--- src/rtl/sincos_pkg.sv ---
// sincos_pkg: shared widths, CORDIC constants, arctangent table and FSM encoding
// for the sincos rotation-mode unit.
package sincos_pkg;

  localparam int IN_W  = 12;
  localparam int DP_W  = 16;
  localparam int OUT_W = 12;

  localparam logic signed [DP_W-1:0] K0    = 16'sd9949;
  localparam logic signed [IN_W-1:0] CLAMP = 12'sd1608;

  typedef enum logic [1:0] {IDLE, ROT, DONE} state_t;

  // round(atan(2^-i) * 2^13), same Q2.13 scaling as the angle register z
  function automatic logic signed [DP_W-1:0] atan_lut(input logic [3:0] i);
    logic signed [DP_W-1:0] a;
    case (i)
      4'd0:    a = 16'sd6434;
      4'd1:    a = 16'sd3798;
      4'd2:    a = 16'sd2007;
      4'd3:    a = 16'sd1019;
      4'd4:    a = 16'sd511;
      4'd5:    a = 16'sd256;
      4'd6:    a = 16'sd128;
      4'd7:    a = 16'sd64;
      4'd8:    a = 16'sd32;
      4'd9:    a = 16'sd16;
      4'd10:   a = 16'sd8;
      4'd11:   a = 16'sd4;
      4'd12:   a = 16'sd2;
      4'd13:   a = 16'sd1;
      default: a = 16'sd0;
    endcase
    return a;
  endfunction

endpackage

--- src/rtl/sincos_stage.sv ---
// sincos_stage: one combinational CORDIC micro-rotation, shared across all
// iterations by the top-level counter.
module sincos_stage
  import sincos_pkg::*;
(
  input  logic signed [DP_W-1:0] x,
  input  logic signed [DP_W-1:0] y,
  input  logic signed [DP_W-1:0] z,
  input  logic [3:0]             shift,
  input  logic signed [DP_W-1:0] atan,
  output logic signed [DP_W-1:0] x_nx,
  output logic signed [DP_W-1:0] y_nx,
  output logic signed [DP_W-1:0] z_nx
);

  logic signed [DP_W-1:0] xs;
  logic signed [DP_W-1:0] ys;

  assign xs = x >>> shift;
  assign ys = y >>> shift;

  // z == 0 rotates positively so an exact-zero angle never flips direction early
  always_comb begin
    x_nx = x;
    y_nx = y;
    z_nx = z;
    if (!z[DP_W-1]) begin
      x_nx = x - ys;
      y_nx = y + xs;
      z_nx = z - atan;
    end else begin
      x_nx = x + ys;
      y_nx = y - xs;
      z_nx = z + atan;
    end
  end

endmodule

--- src/rtl/sincos.sv ---
// sincos: iterative CORDIC rotation-mode sine/cosine with trig/vld handshake.
// Define SINCOS_ROUND_EN to round half-up (instead of truncate) on the Q1.14 -> Q1.10 output.
module sincos
  import sincos_pkg::*;
#(
  parameter int ITER = 12
) (
  input  logic        clk,
  input  logic        rst_n,
  input  logic        trig,
  input  logic [11:0] para_in,
  output logic        vld,
  output logic        busy,
  output logic [11:0] sin_y,
  output logic [11:0] cos_x
);

  localparam logic [3:0] LAST = 4'(ITER - 1);

  state_t                 state;
  logic [3:0]             cnt;
  logic signed [DP_W-1:0] x;
  logic signed [DP_W-1:0] y;
  logic signed [DP_W-1:0] z;
  logic signed [DP_W-1:0] x_nx;
  logic signed [DP_W-1:0] y_nx;
  logic signed [DP_W-1:0] z_nx;
  logic signed [IN_W-1:0] ang_in;
  logic signed [IN_W-1:0] ang_c;

  assign ang_in = $signed(para_in);

  always_comb begin
    ang_c = ang_in;
    if (ang_in > CLAMP)
      ang_c = CLAMP;
    else if (ang_in < -CLAMP)
      ang_c = -CLAMP;
  end

  function automatic logic signed [OUT_W-1:0] to_q10(input logic signed [DP_W-1:0] v);
    logic signed [DP_W:0]    t;
    logic signed [OUT_W-1:0] r;
    t = {v[DP_W-1], v};
`ifdef SINCOS_ROUND_EN
    t = t + 17'sd8;
`else
`endif
    t = t >>> 4;
    if (t > 17'sd1024)
      r = 12'sd1024;
    else if (t < -17'sd1024)
      r = -12'sd1024;
    else
      r = t[OUT_W-1:0];
    return r;
  endfunction

  sincos_stage u_stage (
    .x     (x),
    .y     (y),
    .z     (z),
    .shift (cnt),
    .atan  (atan_lut(cnt)),
    .x_nx  (x_nx),
    .y_nx  (y_nx),
    .z_nx  (z_nx)
  );

  // busy holds through DONE so it drops on the same edge that clears vld
  always_ff @(posedge clk or negedge rst_n) begin
    if (!rst_n) begin
      state <= IDLE;
      cnt   <= '0;
      x     <= '0;
      y     <= '0;
      z     <= '0;
      vld   <= 1'b0;
      busy  <= 1'b0;
      sin_y <= '0;
      cos_x <= '0;
    end else begin
      vld <= 1'b0;
      case (state)
        IDLE: begin
          if (trig) begin
            x     <= K0;
            y     <= '0;
            z     <= {{(DP_W-IN_W){ang_c[IN_W-1]}}, ang_c} << 3;
            cnt   <= '0;
            busy  <= 1'b1;
            state <= ROT;
          end else begin
            busy <= 1'b0;
          end
        end
        ROT: begin
          x   <= x_nx;
          y   <= y_nx;
          z   <= z_nx;
          cnt <= cnt + 4'd1;
          if (cnt == LAST) begin
            cnt   <= '0;
            state <= DONE;
          end
        end
        DONE: begin
          sin_y <= to_q10(y);
          cos_x <= to_q10(x);
          vld   <= 1'b1;
          state <= IDLE;
        end
        default: state <= IDLE;
      endcase
    end
  end

endmodule

--- config.mk ---
export PLATFORM = sky130hd
export DESIGN_NAME = sincos
export DESIGN_NICKNAME = d
export VERILOG_FILES = /design/src/rtl/sincos_pkg.sv /design/src/rtl/sincos_stage.sv /design/src/rtl/sincos.sv
export SDC_FILE = /design/constraint.sdc
export NUM_CORES = 1
export LEC_CHECK = 0
export ABC_AREA = 1
export CORE_MARGIN = 2
export CORE_UTILIZATION = 50
export DETAILED_ROUTE_END_ITERATION = 8
export DONT_BUFFER_PORTS = 1
export PLACE_DENSITY = 0.68
export SYNTH_ARGS = -nofsm -noshare
export SYNTH_HDL_FRONTEND = slang
export SYNTH_SLANG_ARGS = --single-unit
--- constraint.sdc ---
create_clock -name clk -period 10.6 [get_ports clk]
set_input_delay 2.12 -clock clk [delete_from_list [all_inputs] [get_ports clk]]
set_output_delay 2.12 -clock clk [all_outputs]
set_load 0.005 [all_outputs]
==> impl_metrics.ini, run 1 <==
[timing]
fin_setup_tns_ns = 0
final-setup-viol-count = 0
fin_ws_ns = 5.875
worst_pin_slew_ns = 1.041
finClkSkew_ns = 0.01266
final_max_slew_viol_count = 0
max_freq_mhz = 211.7
hold_violations = 0
period_share_pct = 44.57
fin_crit_ns = 4.725
rsz0062_at_grt = no
whs_ns = 0.5006
slew_headroom_pct = 30.02

[job]
maxCapViolCount = 0

[place]
portBuffers = 0
gp_congestion = 0.9613
place_hpwl_um = 16390
place_ws_ns = 5.973

[worst_setup_path]
critical_path_arrival_ns = 4.97
reg2reg_depth = 22
critical_path_required_ns = 10.84
start_kind = flip-flop
critPathMaxFanout = 28
critPathCaptureType = flip-flop
crit_type = flip-flop to flip-flop

[cts]
root_buffer = clkbuf_16
cts.sinks = 80
cts_setup_buffers = 0
cts_resized = 0
cts_tree = yes
clkTransAtPathRegs_ns = 0.06
htreeDepth = 3
cts_inserted_buffers = 9
clk_latency_ns = 0.37
clockBufferDepth = 2
cts_hold_buf = 0

[drt]
wl_per_cell_um = 15.40
wl_met1_um = 9894
via_per_inst = 5.557
first_iter_violations = 621
drc = 0
dr.pass1.iters = 5
met2_length_um = 9884
met3WireLength_um = 1441
antenna_left = 0
drt-total-wl_um = 21660
vias = 7813
highest_layer = met4

[layout]
diodes = 0
num-nets-final = 1265
fin_util_pct = 53.55
drive_gt1_share_pct = 7.395
syn_to_final_growth_pct = 5.125
nFillCells = 1652

[global_routing]
grt_pass1_wl_um = 35980
grt_antenna_before_repair = 0
grt_pass1_vias = 7223
grt_max_degree = 81
grt_overflow = 0
grt_usage_pct = 26.89

[floorplanning]
io_pins = 41
die_y_um = 130.8
die_area_um2 = 17100
rows = 46
dieWidth_um = 130.8
fp.coreArea_um2 = 15770
initial_core_util_pct = 50.94

[run_status]
status = completed

[synth]
yosysTopAreaCell = dfrtp_1
synth_flop_cell = dfrtp_1
syn_nets = 1290
yosys-top-cells-area = dfrtp_1, nand2_1, ha_1, nand3_1, inv_1
synth_cells = 1210
synthArstFlopShare_pct = 100.0
yosysMostFrequentCell = nand2_1
seq_area_frac_synth_pct = 24.92
avgSynthCellArea_um2 = 6.639
ys_ff_latch = 80
ys_warn_count = 0
synth-edff-count = 0
syn-cell-area_um2 = 8033
synth_top_cell_area_share_pct = 24.92
yosysUniqueCellTypes = 53
synthTopCellsByCount = nand2_1, nand3_1, inv_1, dfrtp_1, o21ai_0

[min_path]
hp-class = flip-flop to flip-flop
whs_path_depth = 2
worst paths after layout:
path / end / slack, ns / start
hold / removal: z[12] / 0.50 / z[12]
max in group asynchronous: y[1] / 8.97 / rst_n
setup / recovery: y[12] / 5.88 / cnt[1]
min in group asynchronous: vld / 1.45 / rst_n
setup reg to reg: y[12] / 5.88 / cnt[1]
hold reg to reg: z[12] / 0.50 / z[12]
placed cells by master, fill, tap and decap left out, types with 6 or more instances in the layout:
cell	netlist	routed
nand3_2	7	7
nor2_2	13	13
o22ai_1	15	15
o21ai_1	10	10
nor2_1	53	53
a31oi_1	10	10
o31ai_1	7	7
nand3_1	140	140
inv_2	14	14
xor2_1	34	34
nor3_1	8	8
nand2_2	11	11
ha_1	62	62
clkbuf_16	0	9
o21ai_0	80	80
inv_1	126	126
or2_2	6	6
buf_4	6	6
nand2_1	335	335
xnor2_1	17	17
a21oi_1	71	71
o21a_1	7	7
dfrtp_1	80	80
nand4_1	12	12
metal layers:
layer  global-route usage [%]  vias to the layer above
met1                    36.08                     3592
li1                         -                     3962
met2                    44.03                      228
met5                        0                        -
met4                    8.385                        0
met3                    5.171                       31
cell type report:
type                            count  area (µm²)  share of cell area, %
Sequential cell                    80        2002                  23.71
Multi-Input combinational cell    945        5251                  62.19
Clock inverter                      7       108.9                  1.289
Tap cell                          216       270.3                  3.200
Inverter                          143       541.8                  6.416
Timing Repair Buffer                6       45.04                 0.5334
Clock buffer                        9       225.2                  2.667
sequential cells by signal, summed over array words and instances (netlist names):
signal  flops
cos_x      12
y          16
x          16
busy        1
vld         1
z          16
sin_y      12
cnt         4
state       2
through the flow:
stage	instances	cell area, µm²
final	1406	8444
after global routing	1406	8444
after CTS	1406	8444
after detailed placement	1390	8110
after global placement	1390	8110
after floorplan	1210	8033
worst max-delay path, stage by stage, from the launching register on:
cell	delay, ns
dfrtp_1	1.01
inv_4	0.32
nor2_2	0.37
a21oi_1	0.14
nand3_1	0.10
nand2_1	0.09
ha_1	0.29
or2_2	0.26
nand2_1	0.10
inv_1	0.06
fa_1	0.42
inv_1	0.07
nand3_1	0.06
nand2_1	0.10
nand2_1	0.08
a31oi_1	0.27
a21boi_0	0.19
o21ai_0	0.28
nand3_1	0.15
nand2_1	0.08
nand2_1	0.05
nand3_1	0.06
nand2_1	0.05
logic make-up after synthesis:
kind of cell	count (synthesis)	synth area share, %
simple gates	600	33.15
compound gates	229	16.26
buf+inv	185	9.704
fa+ha+maj	65	10.40
xor+xnor	51	5.561
flops	80	24.92
Power of run 1 is left out: the tool's default activity adds up to more than one toggle a clock period on the data nets, which glitch-free logic cannot reach.
==> run 2, diff against run 1 <==
--- a/config.mk
+++ b/config.mk
@@ -10,7 +10,7 @@
 export CORE_UTILIZATION = 50
 export DETAILED_ROUTE_END_ITERATION = 8
 export DONT_BUFFER_PORTS = 1
-export PLACE_DENSITY = 0.68
+export PLACE_DENSITY = 0.71
 export SYNTH_ARGS = -nofsm -noshare
 export SYNTH_HDL_FRONTEND = slang
 export SYNTH_SLANG_ARGS = --single-unit
==> constraint.sdc (replaced) <==
create_clock -name clk -period 4.1 [get_ports clk]
set_input_delay 0.82 -clock clk [delete_from_list [all_inputs] [get_ports clk]]
set_output_delay 0.82 -clock clk [all_outputs]
set_load 0.005 [all_outputs]
==> run 2 against run 1 <==
Routed wire length grew 3.9%; flip-flop and latch count is the same; cell count grew 1.6%; global-route usage grew 0.71 points; non-clock buffer count grew 22; hold slack lost 0.35 ns; core utilization grew 0.97 points; first-iteration DRC count shrank 21%; die area is the same; maximum frequency grew 26%; cell area grew 1.8%.
==> impl_metrics.ini, run 2 (synthesized netlist as in run 1, its figures left out) <==
[drt]
antenna_left = 0
drt-total-wl_um = 22510
wl_met1_um = 10020
vias = 7914
highest_layer = met4
met3WireLength_um = 887
dr.pass1.iters = 5
via_per_inst = 5.542
first_iter_violations = 490
met2_length_um = 10750
wl_per_cell_um = 15.76
drc = 0

[timing]
final-setup-viol-count = 0
hold_violations = 0
rsz0062_at_grt = yes
final_max_slew_viol_count = 0
slew_headroom_pct = 39.74
max_freq_mhz = 266.4
fin_crit_ns = 3.754
worst_pin_slew_ns = 0.8962
finClkSkew_ns = 0.01300
period_share_pct = 91.56

[layout]
syn_to_final_growth_pct = 7.025
drive_gt1_share_pct = 9.323
nFillCells = 1639
diodes = 0
fin_cells = 1428
layout_commonest_cell = nand2_1
num-nets-final = 1287
final_cell_mix = nand2_1, nand3_1, inv_1
top_regs = x x16, y x16, z x16

[worst_setup_path]
crit_type = flip-flop to flip-flop
critPathBufInv = 4
path_common_cell = nand2_1
critPathMaxFanout = 22
crit_chain = inv_4 -> buf_12 -> nand3_2 -> nand2_1 -> nand2_1 -> nand3_1 -> nand2_1 -> ha_1 -> or2_2 -> nand2_1 -> inv_1 -> fa_1 -> inv_1 -> nand3_1 -> nand2_1 -> nand2_1 -> a31oi_1 -> a21boi_0 -> o21ai_1 -> nand3_1 -> nand2_1 -> nand2_1 -> nand3_1 -> nand2_1
start_kind = flip-flop
slowest_delay_ns = 0.46
critPathCaptureType = flip-flop
worst-r2r-setup-slack_ns = 0.35
critical_path_required_ns = 4.35
reg2reg_to = y[12]
critical_path_arrival_ns = 4.00
critPathSlowestCell = dfrtp_2
r2r-start = cnt[1]
reg2reg_depth = 24
cp_top_family = simple AND/OR/NAND/NOR gates

[global_routing]
grt_max_degree = 81
grt_pass1_wl_um = 36980
grt_overflow = 0
grt_pass1_vias = 7583
grt_antenna_before_repair = 0
grt_usage_pct = 27.60

[cts]
clockBufferDepth = 2
cts_hold_buf = 0
root_buffer = clkbuf_16
cts_tree = yes
clk_latency_ns = 0.36
cts_inserted_buffers = 9
htreeDepth = 3
cts.sinks = 80
clkTransAtPathRegs_ns = 0.07

[floorplanning]
fp.coreArea_um2 = 15770
die_area_um2 = 17100
rows = 46
io_pins = 41
initial_core_util_pct = 50.94
die_y_um = 130.8
dieWidth_um = 130.8

[min_path]
hp-class = input pin to async pin

[place]
portBuffers = 0
gp_congestion = 0.9659
place_hpwl_um = 17150
dpl.cell_count = 1411

[job]
maxCapViolCount = 0

[run_status]
status = completed
-- run 2: worst max-delay path by stage --
stage	from	to	slack (ns)	cells after the start
after floorplan	cnt[0]	y[12]	0.60	25
after global placement	cnt[0]	y[13]	0.23	21
after detailed placement	cnt[0]	y[13]	0.21	20
after CTS	cnt[0]	y[12]	0.18	23
after global routing	cnt[1]	y[12]	-0.06	24
final	cnt[1]	y[12]	0.35	24
-- run 2: what timing repair did --
action / in CTS / in global routing
endpoints found under the setup margin: 0 / 12
resized for setup: 0 / 12
buffers inserted: 0 / 1
-- run 2: cell type report --
class                           count  area, µm²  share of cell area (%)
Tap cell                          216      270.3                   3.144
Inverter                          143      546.8                   6.360
Clock inverter                      7      53.80                  0.6258
Multi-Input combinational cell    945       5256                   61.14
Sequential cell                    80       2006                   23.33
Timing Repair Buffer               28      239.0                   2.780
Clock buffer                        9      225.2                   2.620
-- run 2: through the flow --
step	hold slack (ns)	utilization, %	instance area, µm²	TNS [ns]	setup slack (ns)
floorplan	0.4555	-	8033	0	0.6033
global placement	0.4833	52.59	8293	0	0.2324
detailed placement	0.4897	52.59	8293	0	0.2067
CTS	0.1462	54.36	8572	0	0.1764
global route	0.1396	54.51	8597	-0.09157	-0.06122
finish	0.1545	54.51	8597	0	0.3459
-- run 2: layer usage --
layer | vias up | global-route usage, %
li1 | 4020 | -
met1 | 3659 | 34.12
met2 | 190 | 47.86
met3 | 45 | 3.909
met4 | 0 | 12.45
met5 | - | 0
Power of run 2 is left out for the same reason.
